==> src/rtl/bist_pkg.sv <==
// Shared BIST definitions: controller state encoding, default MISR taps, pattern counter width.
package bist_pkg;

  typedef enum logic [1:0] {
    IDLE = 2'd0,
    RUN  = 2'd1,
    DONE = 2'd2
  } bist_state_e;

  localparam logic [6:0]  MISR_TAPS_7 = 7'b1100000;
  localparam int unsigned COUNT_W     = 16;

endpackage

==> src/rtl/misr_core.sv <==
// Multiple-input signature register: loads SEED, or shifts with feedback ^(sig & TAPS) and XORs din.
module misr_core
  import bist_pkg::*;
#(
  parameter int unsigned   W    = 7,
  parameter logic [W-1:0]  TAPS = W'(MISR_TAPS_7),
  parameter logic [W-1:0]  SEED = '0
) (
  input  logic         clk,
  input  logic         reset,
  input  logic         load,
  input  logic         shift,
  input  logic [W-1:0] din,
  output logic [W-1:0] sig
);

  logic fb;

  assign fb = ^(sig & TAPS);

  always_ff @(posedge clk or negedge reset) begin
    if (!reset) begin
      sig <= SEED;
    end else if (load) begin
      sig <= SEED;
    end else if (shift) begin
      sig <= {sig[W-2:0], fb} ^ din;
    end
  end

endmodule

==> src/rtl/bist_misr_ctrl.sv <==
// BIST response compactor: drives lfsr_7b enable, compacts N_PATTERNS responses, compares with GOLDEN.
// Optional BIST_XMASK_EN adds resp_mask to zero unknown response bits before compaction.
module bist_misr_ctrl
  import bist_pkg::*;
#(
  parameter int unsigned   W          = 7,
  parameter int unsigned   N_PATTERNS = 127,
  parameter logic [W-1:0]  TAPS       = W'(MISR_TAPS_7),
  parameter logic [W-1:0]  SEED       = '0,
  parameter logic [W-1:0]  GOLDEN     = '0
) (
  input  logic         clk,
  input  logic         reset,
  input  logic         start,
  input  logic [W-1:0] resp,
  input  logic         resp_valid,
`ifdef BIST_XMASK_EN
  input  logic [W-1:0] resp_mask,
`endif
  output logic         lfsr_en,
  output logic         busy,
  output logic         done,
  output logic         pass,
  output logic [W-1:0] sig
);

  localparam logic [COUNT_W-1:0] LAST = COUNT_W'(N_PATTERNS - 1);

  bist_state_e        state, state_n;
  logic [COUNT_W-1:0] count, count_n;
  logic               done_n, pass_n;
  logic               load_c, shift_c;
  logic [W-1:0]       resp_eff, sig_nxt;

`ifdef BIST_XMASK_EN
  assign resp_eff = resp & ~resp_mask;
`else
  assign resp_eff = resp;
`endif

  // Signature after the current sample, so pass is registered on the same edge as the final shift
  assign sig_nxt = {sig[W-2:0], ^(sig & TAPS)} ^ resp_eff;

  misr_core #(
    .W    (W),
    .TAPS (TAPS),
    .SEED (SEED)
  ) u_misr (
    .clk   (clk),
    .reset (reset),
    .load  (load_c),
    .shift (shift_c),
    .din   (resp_eff),
    .sig   (sig)
  );

  always_comb begin
    state_n = state;
    count_n = count;
    done_n  = done;
    pass_n  = pass;
    load_c  = 1'b0;
    shift_c = 1'b0;
    case (state)
      IDLE: begin
        if (start) begin
          state_n = RUN;
          count_n = '0;
          load_c  = 1'b1;
        end
      end
      RUN: begin
        if (resp_valid) begin
          shift_c = 1'b1;
          if (count == LAST) begin
            state_n = DONE;
            done_n  = 1'b1;
            pass_n  = (sig_nxt == GOLDEN);
          end else begin
            count_n = count + COUNT_W'(1);
          end
        end
      end
      DONE: begin
        if (start) begin
          state_n = RUN;
          count_n = '0;
          done_n  = 1'b0;
          pass_n  = 1'b0;
          load_c  = 1'b1;
        end
      end
      default: begin
        state_n = IDLE;
        count_n = '0;
        done_n  = 1'b0;
        pass_n  = 1'b0;
      end
    endcase
  end

  always_ff @(posedge clk or negedge reset) begin
    if (!reset) begin
      state   <= IDLE;
      count   <= '0;
      lfsr_en <= 1'b0;
      busy    <= 1'b0;
      done    <= 1'b0;
      pass    <= 1'b0;
    end else begin
      state   <= state_n;
      count   <= count_n;
      lfsr_en <= (state_n == RUN);
      busy    <= (state_n == RUN);
      done    <= done_n;
      pass    <= pass_n;
    end
  end

endmodule

==> config.mk <==
export PLATFORM = sky130hd
export DESIGN_NAME = bist_misr_ctrl
export DESIGN_NICKNAME = d
export VERILOG_FILES = /design/src/rtl/bist_pkg.sv /design/src/rtl/misr_core.sv /design/src/rtl/bist_misr_ctrl.sv
export SDC_FILE = /design/constraint.sdc
export NUM_CORES = 1
export LEC_CHECK = 0
export ABC_AREA = 1
export BUFFER_PORTS_ARGS = -buffer_cell sky130_fd_sc_hd__buf_4
export CAP_MARGIN = 20
export CELL_PAD_IN_SITES_DETAIL_PLACEMENT = 1
export CELL_PAD_IN_SITES_GLOBAL_PLACEMENT = 1
export CORE_ASPECT_RATIO = 1.4
export CORE_MARGIN = 2
export CORE_UTILIZATION = 44
export DETAILED_ROUTE_END_ITERATION = 12
export MAX_ROUTING_LAYER = met4
export PLACE_DENSITY_LB_ADDON = 0.1
export SETUP_SLACK_MARGIN = 0.15
export SLEW_MARGIN = 5
export SYNTH_ARGS = -nofsm -noshare
export SYNTH_HDL_FRONTEND = slang
export SYNTH_SLANG_ARGS = --single-unit
==> constraint.sdc <==
create_clock -name clk -period 2.95 [get_ports clk]
set_input_delay 0.1475 -clock clk [delete_from_list [all_inputs] [get_ports clk]]
set_output_delay 0.1475 -clock clk [all_outputs]
set_load 0.02 [all_outputs]
After elaboration in Yosys (flattened, before gate mapping)
Cells that the tools add are included.

Bits in registers: 28. Output and inout port bits: 11.

Add/subtract/negate cells: 1. Eq/ne operators: 9. Muxes and demuxes: 21. Bitwise gates (word level): 2. Reductions and logical operators: 7.

Operator list (number): 16-bit 2-to-1 mux (3); 16-bit one-hot mux with 2 select lines (1); 16-bit by 1-bit adder with 16-bit output, second input constant (1); 16-bit by 7-bit == test with 1-bit output, second input constant (1); 7-bit 2-to-1 mux (2); 1-bit 2-to-1 mux (9); 2-bit inequality test, second input constant (4); 7-bit logical NOT (1); 7-bit XOR reduction (1); 7-bit bitwise XOR (1); 2-bit 2-to-1 mux (3); 1-bit one-hot mux with 3 select lines (2); 2-bit by 1-bit == test with 1-bit output, second input constant (2); 2-bit one-hot mux with 2 select lines (1); 4-bit AND reduction (1); 3-bit AND reduction (1); 2-bit == test, second input constant (1); 2-bit logical NOT (1); 2-bit by 1-bit inequality test with 1-bit output, second input constant (1); 2-bit nonzero test (1); 2-bit OR reduction (1); 1-bit inverter (1).

Longest topological paths before layout
Word-level depth: 6. Depth in mapped cells: 10. Depth with buffers taken out: 9.

By module
Synthesis repeated with hierarchy kept, for this count alone.

Cell total of the unflattened synthesis: 245. Area, all modules: 1803.0 µm².

Modules (own cells, without submodules): bist_misr_ctrl (times used 1, cells each 205, area an instance 1448.9 µm²); misr_core (times used 1, cells each 40, area an instance 354.1 µm²).

Least setup slack after synthesis
OpenSTA, ideal clock, no wires.

Path kind: register to register. From: register count[0]. To: register count[2]. Setup time: 126 ps. Arrival time: 1242 ps. Setup slack: 1582 ps. Cell stages (with the launch flop): 10. Cell sequence: dfrtp_1 inv_1 ha_1 nand3_1 nor2_1 nand3_1 nand2_1 buf_6 buf_6 o21ai_0.

Longest elaborated chain between the ends: 4.

RTL lines: from (decl) (RTL line bist_misr_ctrl.sv:30) `logic [COUNT_W-1:0] count, count_n;`; from (signal assigned) (RTL line bist_misr_ctrl.sv:112) `count <= count_n;`; 16-bit by 1-bit adder with 16-bit output (RTL line bist_misr_ctrl.sv:80) `count_n = count + COUNT_W'(1);`; 16-bit 2-to-1 mux (RTL line bist_misr_ctrl.sv:75) `if (count == LAST) begin`; 16-bit 2-to-1 mux (RTL line bist_misr_ctrl.sv:73) `if (resp_valid) begin`; 16-bit one-hot mux with 2 select lines (RTL line bist_misr_ctrl.sv:64) `case (state)`.

Parallel ways exist; a longest one is shown, timed or not. The select of a mux whose other input is x is not followed. A chain may end at the register's enable or synchronous reset.

Worst setup path after layout
From: register count[0]. To: register count[3].

The elaborated chain is that of the path after synthesis.

==> flow_metrics.env <==
export IMPL_dp_hpwl_mm=3.24
export IMPL_synth_area_um2=1660
export IMPL_n_antenna_cell=0
export IMPL_crit_type="reg2reg"
export IMPL_core_um2=3640
export IMPL_clockBufferDepth=2
export IMPL_wl_met1_mm=1.67
export IMPL_seq_area_um2=701
export IMPL_fin_setup_tns_ns=0
export IMPL_slew_viol_final=0
export IMPL_multiInputGateArea_um2=833
export IMPL_antenna_found_initial=0
export IMPL_final_cell_mix="nand2_1, nand3_1, dfrtp_1, nor2_1, buf_4"
export IMPL_hold_path_end="u_misr.sig[5]"
export IMPL_die_area_um2=4280
export IMPL_final_util_pct=52.2
export IMPL_wl_per_cell_um=15.6
export IMPL_dr_total_vias=1586
export IMPL_finalCriticalPeriod_ns=2.19
export IMPL_postCtsSetupBuffers=0
export IMPL_pin_count=22
export IMPL_fill_cells=464
export IMPL_yosys_warnings=0
export IMPL_yosysSeqAreaShare_pct=42.3
export IMPL_wl_met2_mm=2.56
export IMPL_drt_iter0_drc=58
export IMPL_rows=26
export IMPL_dpl_cell_area_um2=1820
export IMPL_grt_ovfl_total=0
export IMPL_root_buffer="clkbuf_8"
export IMPL_power_density_nw_per_um2=596
export IMPL_htree_levels=1
export IMPL_slew_headroom_pct=39.3
export IMPL_comb_power_share_pct=25.8
export IMPL_cts_tree="yes"
export IMPL_vias_per_cell=5.62
export IMPL_reg2reg_depth=9
export IMPL_grt_pass1_wl_mm=7.91
export IMPL_synth_flop_cell="dfrtp_1"
export IMPL_rrSetupSlack_ns=0.76
export IMPL_cp_required_ns=3.13
export IMPL_port_buffers=21
export IMPL_cp_end_kind="register"
export IMPL_clk_latency_ns=0.28
export IMPL_clock_sinks=28
export IMPL_ys_seq_elements=28
export IMPL_routed_top_layer="met4"
export IMPL_layout_commonest_cell="nand2_1"
export IMPL_drc_errors=0
export IMPL_fin_skew_ns=0.00614
export IMPL_max_cap_viol_count=0
export IMPL_grt_max_degree=30
export IMPL_holdCritPathClass="in2reg"
export IMPL_arrival_ns=2.37
export IMPL_hold_violations=0
export IMPL_p_int_mw=0.747
export IMPL_synth_edff_count=0
export IMPL_ant_nets=0
export IMPL_hold_path_startpoint="resp[5]"
export IMPL_final_area_um2=1900
export IMPL_dr_pass1_iters=4
export IMPL_hold_depth=3
export IMPL_cts_made_buffers=3
export IMPL_avgSynthCellArea_um2=7.50
export IMPL_rsz0062_at_grt="no"
export IMPL_fp_dieW_um=55.9
export IMPL_setup_viol=0
export IMPL_fmax_ghz=0.456
export IMPL_worst_slew_pin_slew_ns=0.908
export IMPL_r2r_end="count[3]"
export IMPL_total_power_mw=1.13
export IMPL_wl_met3_um=107
export IMPL_synthToLayoutAreaGrowth_pct=14.7
export IMPL_r2r_start="count[0]"
export IMPL_switching_share_pct=34.1
export IMPL_initial_core_util_pct=45.5
export IMPL_whs_ns=0.192
export IMPL_synth_nets=234
export IMPL_status="complete, no violations"
export IMPL_grt_total_usage_pct=23.4
export IMPL_p_switching_mw=0.386
export IMPL_yosysUniqueCellTypes=24
export IMPL_fin_nets=254
export IMPL_ir_drop_v=0.000378
export IMPL_gp_congestion=0.831
export IMPL_fin_crit_sh_pct=74.3
export IMPL_syn_inst=221
export IMPL_power_share_clock_pct=27.6
export IMPL_die_y_um=76.6
export IMPL_drive_above_1_share_pct=14.2
export IMPL_totalWireLength_mm=4.40
export IMPL_async_flop_share_pct=100
export IMPL_worstSetupStartpointType="register"
export IMPL_grt_pass1_vias=1787
export IMPL_leakage_nw=0.873
export IMPL_seq_power_share_pct=46.6
export IMPL_path_max_fanout=29
export IMPL_clkTransAtPathRegs_ns=0.10
==> logic make-up after synthesis <==
group	after synthesis	share of synthesized area [%]
flops	28	42.3
compound gates	26	8.46
xor+xnor	13	6.87
simple gates	125	33.5
buf+inv	27	7.40
fa+ha+maj	2	1.51
==> routing by layer <==
layer  GRT usage, %  vias up
met5              -        -
met4           6.90        0
met3           2.38        9
met2           45.8       30
met1           23.9      796
li1               -      751
==> worst max path at each step <==
stage	endpoint	cells after the start	slack (ns)	from
2_1_floorplan	count[2]	9	1.58	count[0]
3_3_place_gp	count[3]	8	0.95	state[1]
3_5_place_dp	count[3]	8	0.76	state[1]
4_1_cts	count[3]	9	0.73	count[0]
5_1_grt	count[4]	9	0.48	count[0]
6_report	count[3]	9	0.76	count[0]
==> cell usage after synthesis, drive strengths merged (2+ instances only) <==
library cell | number | area (um2)
nand2 | 61 | 231
nand3 | 33 | 170
dfrtp | 28 | 701
nor2 | 24 | 108
o21ai | 24 | 128
inv | 20 | 75.1
xnor2 | 7 | 61.3
nand4 | 6 | 37.5
xor2 | 6 | 52.6
buf | 5 | 40.0
clkbuf | 2 | 7.51
ha | 2 | 25.0
==> critical path, stage by stage (launching register included) <==
cell and delay [ns]:
dfrtp_1 0.45, inv_1 0.10, ha_1 0.17, nand3_1 0.09
nor2_1 0.17, nand3_1 0.10, nand2_1 0.69, inv_1 0.17
nand2_1 0.11, nand2_1 0.05
==> final cells by class <==
cell class,count,share of cell area (%)
Sequential cell,28,36.9
Multi-Input combinational cell,166,43.8
Inverter,20,3.95
Timing Repair Buffer,22,8.82
Tap cell,42,2.76
Clock buffer,3,2.17
Clock inverter,1,1.58
==> registers in the layout, indices dropped and copies added (netlist names) <==
| name | count |
|---|---|
| state | 2 |
| u_misr.sig | 7 |
| busy | 1 |
| count | 16 |
| pass | 1 |
| done | 1 |
==> repair_timing <==
item,4_1_cts,5_1_grt
hold buffers,1,0
endpoints found under the hold margin,28,0
gates resized for setup,0,0
==> metrics by stage <==
step	std cells	worst slack (ns)
after floorplan	221	1.58
after detailed placement	277	0.761
after global routing	282	0.481
after global placement	277	0.945
after CTS	282	0.734
final	282	0.759
==> power by group through the flow <==
stage	clock (mW)	sequential, mW	combinational, mW
global route	0.332	0.541	0.324
detailed placement	0	0.534	0.287
CTS	0.318	0.528	0.296
global placement	0	0.528	0.268
floorplan	0	0.542	0.159
finish	0.312	0.528	0.292
No activity file was read; power rests on OpenSTA's default activity.
